$ cat config.mk
export PLATFORM = sky130hd
export DESIGN_NAME = alu_batch_sequencer
export DESIGN_NICKNAME = d
export VERILOG_FILES = /design/src/rtl/alu_batch_sequencer.sv
export SDC_FILE = /design/constraint.sdc
export NUM_CORES = 1
export LEC_CHECK = 0
export BUFFER_PORTS_ARGS = -buffer_cell sky130_fd_sc_hd__buf_4
export CORE_MARGIN = 4
export CORE_UTILIZATION = 40
export CTS_CLUSTER_DIAMETER = 50
export DETAILED_ROUTE_END_ITERATION = 8
export PLACE_DENSITY = 0.68
export SLEW_MARGIN = 30
export SYNTH_ARGS = -nofsm -noshare
export SYNTH_HDL_FRONTEND = slang
export SYNTH_SLANG_ARGS = --single-unit
$ cat constraint.sdc
create_clock -name clk -period 2.1 [get_ports clk]
set_input_delay 0.42 -clock clk [delete_from_list [all_inputs] [get_ports clk]]
set_output_delay 0.42 -clock clk [all_outputs]
set_load 0.01 [all_outputs]
$ cat src/rtl/alu_batch_sequencer.sv
// rtl/alu_batch_sequencer.sv - runs a batch of ALU operations out of a dual-port RAM
// Optional opcode range check: define ALU_SEQ_OPCHK_EN.
module alu_batch_sequencer #(
  parameter int ADDR_W   = 8,
  parameter int DATA_W   = 32,
  parameter int OP_W     = 5,
  parameter int SRC_BASE = 0,
  parameter int OP_BASE  = 100,
  parameter int DST_BASE = 200,
  parameter int MAX_OPS  = 32
) (
  input  logic              clk,
  input  logic              rst_n,
  input  logic              start,
  output logic              busy,
  output logic              done,
  output logic [7:0]        op_count,
  output logic [ADDR_W-1:0] addrb,
  input  logic [DATA_W-1:0] doutb,
  output logic              wea,
  output logic [ADDR_W-1:0] addra,
  output logic [DATA_W-1:0] dina,
  output logic [DATA_W-1:0] alu_a,
  output logic [DATA_W-1:0] alu_b,
  output logic [OP_W-1:0]   alu_op,
  input  logic [DATA_W-1:0] alu_out,
  output logic              err
);

  typedef enum logic [2:0] {
    S_IDLE, S_RD_A, S_RD_B, S_RD_OP, S_EXEC, S_WB, S_DONE
  } state_t;

  localparam logic [ADDR_W-1:0] SRC_A = ADDR_W'(SRC_BASE);
  localparam logic [ADDR_W-1:0] OP_A  = ADDR_W'(OP_BASE);
  localparam logic [ADDR_W-1:0] DST_A = ADDR_W'(DST_BASE);
  localparam logic [7:0]        MAX_K = 8'(MAX_OPS);

  state_t              state_q, state_d;
  logic [7:0]          k_q, k_d, k_inc;
  logic [7:0]          op_count_q, op_count_d;
  logic                busy_q, busy_d;
  logic                done_q, done_d;
  logic [ADDR_W-1:0]   addrb_q, addrb_d;
  logic                wea_q, wea_d;
  logic [ADDR_W-1:0]   addra_q, addra_d;
  logic [DATA_W-1:0]   dina_q, dina_d;
  logic [DATA_W-1:0]   alu_a_q, alu_a_d;
  logic [DATA_W-1:0]   alu_b_q, alu_b_d;
  logic [OP_W-1:0]     alu_op_q, alu_op_d;
  logic                err_q, err_d;

  assign k_inc = k_q + 8'd1;

  // Operand pair k lives at SRC_BASE+2k (A) and SRC_BASE+2k+1 (B); wraps modulo 2^ADDR_W.
  function automatic logic [ADDR_W-1:0] pair_addr(input logic [7:0] idx, input logic odd);
    return SRC_A + ADDR_W'({idx, odd});
  endfunction

  // State and output registers; reset clears everything at once so an aborted batch never writes.
  always_ff @(posedge clk or negedge rst_n) begin
    if (!rst_n) begin
      state_q    <= S_IDLE;
      k_q        <= '0;
      op_count_q <= '0;
      busy_q     <= 1'b0;
      done_q     <= 1'b0;
      addrb_q    <= '0;
      wea_q      <= 1'b0;
      addra_q    <= '0;
      dina_q     <= '0;
      alu_a_q    <= '0;
      alu_b_q    <= '0;
      alu_op_q   <= '0;
      err_q      <= 1'b0;
    end else begin
      state_q    <= state_d;
      k_q        <= k_d;
      op_count_q <= op_count_d;
      busy_q     <= busy_d;
      done_q     <= done_d;
      addrb_q    <= addrb_d;
      wea_q      <= wea_d;
      addra_q    <= addra_d;
      dina_q     <= dina_d;
      alu_a_q    <= alu_a_d;
      alu_b_q    <= alu_b_d;
      alu_op_q   <= alu_op_d;
      err_q      <= err_d;
    end
  end

  // Next-state and next-output logic; wea and done are single-cycle strobes by default.
  always_comb begin
    state_d    = state_q;
    k_d        = k_q;
    op_count_d = op_count_q;
    busy_d     = busy_q;
    done_d     = 1'b0;
    addrb_d    = addrb_q;
    wea_d      = 1'b0;
    addra_d    = addra_q;
    dina_d     = dina_q;
    alu_a_d    = alu_a_q;
    alu_b_d    = alu_b_q;
    alu_op_d   = alu_op_q;
    err_d      = err_q;
    case (state_q)
      S_IDLE: begin
        if (start) begin
          k_d        = '0;
          op_count_d = '0;
          busy_d     = 1'b1;
          err_d      = 1'b0;
          addrb_d    = pair_addr(8'd0, 1'b0);
          state_d    = S_RD_A;
        end
      end
      S_RD_A: begin
        addrb_d = pair_addr(k_q, 1'b1);
        state_d = S_RD_B;
      end
      S_RD_B: begin
        // doutb holds operand A here; all-ones marks the end of the batch.
        if (doutb == '1) begin
          state_d = S_DONE;
        end else begin
          alu_a_d = doutb;
          addrb_d = OP_A + ADDR_W'(k_q);
          state_d = S_RD_OP;
        end
      end
      S_RD_OP: begin
        alu_b_d = doutb;
        state_d = S_EXEC;
      end
      S_EXEC: begin
        alu_op_d = doutb[OP_W-1:0];
        state_d  = S_WB;
`ifdef ALU_SEQ_OPCHK_EN
        if (doutb[DATA_W-1:OP_W] != '0) begin
          err_d   = 1'b1;
          state_d = S_DONE;
        end
`endif
      end
      S_WB: begin
        wea_d      = 1'b1;
        addra_d    = DST_A + ADDR_W'(k_q);
        dina_d     = alu_out;
        k_d        = k_inc;
        op_count_d = op_count_q + 8'd1;
        addrb_d    = pair_addr(k_inc, 1'b0);
        state_d    = (k_inc == MAX_K) ? S_DONE : S_RD_A;
      end
      S_DONE: begin
        done_d  = 1'b1;
        busy_d  = 1'b0;
        state_d = S_IDLE;
      end
      default: state_d = S_IDLE;
    endcase
  end

  assign busy     = busy_q;
  assign done     = done_q;
  assign op_count = op_count_q;
  assign addrb    = addrb_q;
  assign wea      = wea_q;
  assign addra    = addra_q;
  assign dina     = dina_q;
  assign alu_a    = alu_a_q;
  assign alu_b    = alu_b_q;
  assign alu_op   = alu_op_q;
`ifdef ALU_SEQ_OPCHK_EN
  assign err      = err_q;
`else
  assign err      = 1'b0;
`endif

endmodule
# Word-level counts from Yosys, hierarchy flattened
# Cells that the tools add are included.
# Widths: inputs -> output; s select.
# word_totals
register_bits	139
inputBits	67
out_inout_bits	129
# op_classes
n_addsub	4
eq_ne	10
muxes	13
n_bitwise	1
reduce_logical	8
# op_table
op	n
$eq 32x32->1 const B	1
$pmux 8 s2	2
$pmux 8 s4	1
$pmux 3 s6	1
$add 8x1->8 const B	2
$mux 8	2
$eq 3x3->1 const B	3
$mux 3	3
$add 7x8->8 const A	1
$add 8x8->8 const A	1
$eq 8x6->1 const B	1
$eq 3x2->1 const B	2
$reduce_and 2->1	3
$ne 2x2->1 const B	2
$reduce_bool 2->1	2
$reduce_bool 4->1	1
$eq 3x1->1 const B	1
$logic_not 3->1	1
$mux 1	3
$reduce_and 3->1	1
$pmux 1 s2	1
$not 1->1	1

# Logic depth before layout (Yosys ltp)
# logic_depth
depth_word	4
ltp_mapped	7
ltp_nobuf	6

# Worst setup path after synthesis
# OpenSTA, ideal clock, no wires.
# synth_path
path_type	reg-to-reg
startpoint	reg k_q[4]
endpoint	reg state_q[0]
arrival_ns	1.630
t_required_ns	1.976
path_slack_ns	0.347
path_stages_with_launch	8
cell_sequence	dfrtp_1 -> ha_1 -> clkbuf_2 -> nand4_1 -> or2_2 -> a2111o_1 -> a21oi_1 -> o21bai_1
# synth_between
elab_chain_cells	4
# synth_lines
element	line	rtl
start: declaration	40	logic [7:0] k_q, k_d, k_inc;
start signal: assignment	78	k_q <= k_d;
$add 8x1->8	53	assign k_inc = k_q + 8'd1;
$eq 8x6->1	154	state_d = (k_inc == MAX_K) ? S_DONE : S_RD_A;
$mux 3	154	
$pmux 3 s6	108	case (state_q)
end signal: assignment	77	state_q <= state_d;
end: declaration	39	state_t state_q, state_d;
# No other way between the ends.
# A chain may end at the register's enable or synchronous reset.

# Worst setup path after layout
# layout_path
startpoint	reg k_q[3]
endpoint	reg addrb_q[7], in the netlist addrb[7]
# layout_between
elab_chain_cells	3
# layout_lines
element	line	rtl
$add 7x8->8	129	addrb_d = OP_A + ADDR_W'(k_q);
$mux 8	125	if (doutb == '1) begin
$pmux 8 s4 *	108	
end signal: assignment	82	addrb_q <= addrb_d;
end: declaration	44	logic [ADDR_W-1:0] addrb_q, addrb_d;
# Every way passes the cells marked *; elsewhere a longest branch is shown, timed or not. The select of a mux whose other input is x is not followed.

==> flow_summary.toml <==
[status]
status = "completed"

[cells_and_area]
drive_gt1_frac = 0.4454
fillCellCount = 1257
utilization = 0.5671
final_nets = 791
syn2layout_area_growth_pct = 39.32
antenna_cells = 0

[power_and_ir_drop]
p_leak_nw = 3.934
p_clk_frac = 0.421
swShare = 0.2502
power.net_switching_mw = 1.729
ir_worst_vdd_v = 0.0005819
sequentialPowerShare = 0.441
p_per_area_mw_per_mm2 = 838.4
pwr-share-comb = 0.139
internal-power_mw = 5.181

[setup_path]
crit_chain = "ha_1 -> nand4_1 -> and2_1 -> o21ai_0 -> o21ai_0 -> a22o_1"
slowest_delay_ns = 0.45
critPathMostFrequentCell = "o21ai_0"
timing_worst_setup_path_type = "flop to flop"
start_kind = "flop"
critPathMaxFanout = 8
slowest_stage = "dfrtp_1"
setup.worst_path.end_class = "flop"
critPathRequiredTime_ns = 2.40
critPathArrivalTime_ns = 2.24

[clock_network]
cts_resized = 0
cts.sinks = 139
clock_latency_ns = 0.41
cts_tree = "yes"
cts_root_buf = "clkbuf_16"
htreeDepth = 4
post-cts-setup-buffer-count = 0
hold_buffers = 1
cts_max_path_buffers = 2
cts.clk_slew.worst_paths_ns = 0.06
cts_buffers = 17

[timing]
hold_viol_final = 0
min_period_ns = 1.942
max_slew_margin = 0.6224
worst_pin_slew_ns = 0.5663
rsz0062_at_grt = "false"
finClkSkew_ns = 0.006038
finalCritPeriodShare = 0.9248
max_freq_mhz = 514.9
setup_viol = 0
tns_ns = 0
slew_violations = 0

[routing]
wirelength_um = 15310
drc = 0
wl_per_cell_um = 16.72
first_pass_iters = 4
viasPerCell = 5.005
first_iter_violations = 258
via_count = 4585
postRouteAntennaNets = 0

[synthesis]
ys_async_sr_fraction = 1.000
synth_edf_count = 0
yosysSeqAreaShare = 0.5880
synth_top_family_by_area = "multiplexers"
synth_compound_area_frac = 0.07572
synth.cell_area_mm2 = 0.005916
synth_largest_area_cell = "dfrtp_1"
synthMuxAreaShare = 0.1400
yosys.area_share.simple = 0.1360
syn_inst = 520
syn_area_per_cell_um2 = 11.38
synth-adder-area-share = 0.008460
synthXorXnorAreaFrac = 0.01629
ys_ff_latch = 139
syn-num-nets = 591
synth.top_cell.area_share = 0.5880
synthTopCellsByArea = "dfrtp_1, mux2_2, nand2_1"
synth_warnings = 0
ys_types = 50
ys.flop_type = "dfrtp_1"

[run]
cap_viol_max_count = 0

[floorplan]
initial_core_util = 0.4070
rows = 44
ios = 196
core_mm2 = 0.01453
die_h_um = 129.6
die_w_um = 129.6
die_area_mm2 = 0.01680

[global_route]
grt_pass1_wl_um = 24520
antenna_found_initial = 0
grt_max_degree = 49
grt-ovfl-total = 0
grt_pass1_vias = 4754
grt.total_usage = 0.1857

[min_path]
hold_class = "input pin to flop"

[place]
dp_hpwl_um = 11410
io_buffers = 194
gp_congestion = 0.8313
-- synthesized netlist by cell type (2+ instances only) --
cell type and instances:
mux2_2 68, clkbuf_1 17, nor2b_1 3, and2_1 2
nand3_1 7, nand4_1 12, o21ai_1 7, a31oi_1 2
nor4_4 2, inv_1 3, dfrtp_1 139, o22ai_1 6
mux2i_1 4, xnor2_1 8, a21oi_1 10, o21ai_0 20
buf_1 2, a211oi_1 3, nor3_1 6, buf_2 14
a22o_1 8, mux2_1 2, ha_1 4, nor2_1 10
o31ai_1 2, xor2_1 3, buf_6 3, nand2_1 127
a22oi_1 5
-- path summary, 6_finish.rpt --
check | startpoint | end | slack, ns | depth (start not counted)
worst max-delay path | k_q[3] | addrb[7] | 0.16 | 6
worst min-delay path | alu_out[6] | dina[6] | 0.19 | 3
worst max register to register | k_q[3] | addrb[7] | 0.16 | 6
worst min register to register | dina[15] | dina[15] | 0.47 | 2
max in group asynchronous | rst_n | dina[24] | 0.94 | 3
min in group asynchronous | rst_n | alu_b[8] | 0.52 | 2
-- power groups by stage --
stage	sequential (mW)	combinational [mW]	clock, mW
floorplan	3.13	0.333	0
global placement	3.08	0.947	0
detailed placement	3.09	0.971	0
CTS	3.04	0.976	2.97
global route	3.07	1.05	3.12
finish	3.04	0.959	2.91
-- layer usage --
metal  GRT usage  vias to the layer above  routed length [um]
li1            -                     2185                   -
met1      0.2386                     2251                6365
met2      0.3063                      135                7923
met3     0.05730                       14                 832
met4     0.05073                        0                 192
met5           0                        -                   0
-- cell type report --
type	instances	area [um^2]	area share
tap	184	230.2	0.02793
sequential	139	3478	0.4220
clock buffer	21	460.4	0.05587
inverter	5	18.77	0.002277
clock inverter	10	117.6	0.01427
timing repair buffer	219	1700	0.2063
multi-input combinational	338	2236	0.2713
-- worst max-delay path, delay by kind of cell (launching register included) --
kind / cells / cell delay (ns)
AO/OA/AOI/OAI: 3 / 0.50
adder cells (fa/ha/maj): 1 / 0.39
flip-flops: 1 / 0.45
AND/OR/NAND/NOR: 2 / 0.49
-- stage by stage --
stage	power (mW)	cell area [um^2]	instances	setup WS [ns]	hold slack, ns
2_1_floorplan	3.461	5916	520	0.3467	0.1244
3_3_place_gp	4.024	7654	884	0.2269	0.3841
3_5_place_dp	4.059	7654	884	0.1925	0.3865
4_1_cts	6.993	8242	916	0.1911	0.1738
5_1_grt	7.242	8242	916	0.01616	0.1801
6_report	6.910	8242	916	0.1579	0.1917
-- registers in the layout, summed over array words and instances, names as in the netlist --
register	count
op_count	8
addra	8
alu_b	32
state_q	3
dina	32
addrb	8
alu_op	5
busy	1
done	1
k_q	8
alu_a	32
wea	1
-- cells in the final DEF, fill, tap and decap left out, drive strengths merged, types with 8 or more instances in the layout --
master	n
buf	218
dfrtp	139
nand2	127
mux2	70
o21ai	28
clkbuf	21
nand4	12
a21oi	11
nor2	11
a22o	8
xnor2	8
-- logic make-up (layout without fill, tap and decap cells) --
group | count (synthesis) | count (layout)
AND/OR/NAND/NOR | 178 | 178
buffers and inverters | 43 | 255
AO/OA/AOI/OAI | 70 | 70
adder cells (fa/ha/maj) | 4 | 4
XOR/XNOR | 11 | 11
multiplexers | 74 | 74
other | 1 | 1
flip-flops | 139 | 139
(Power assumes the default switching activity.)
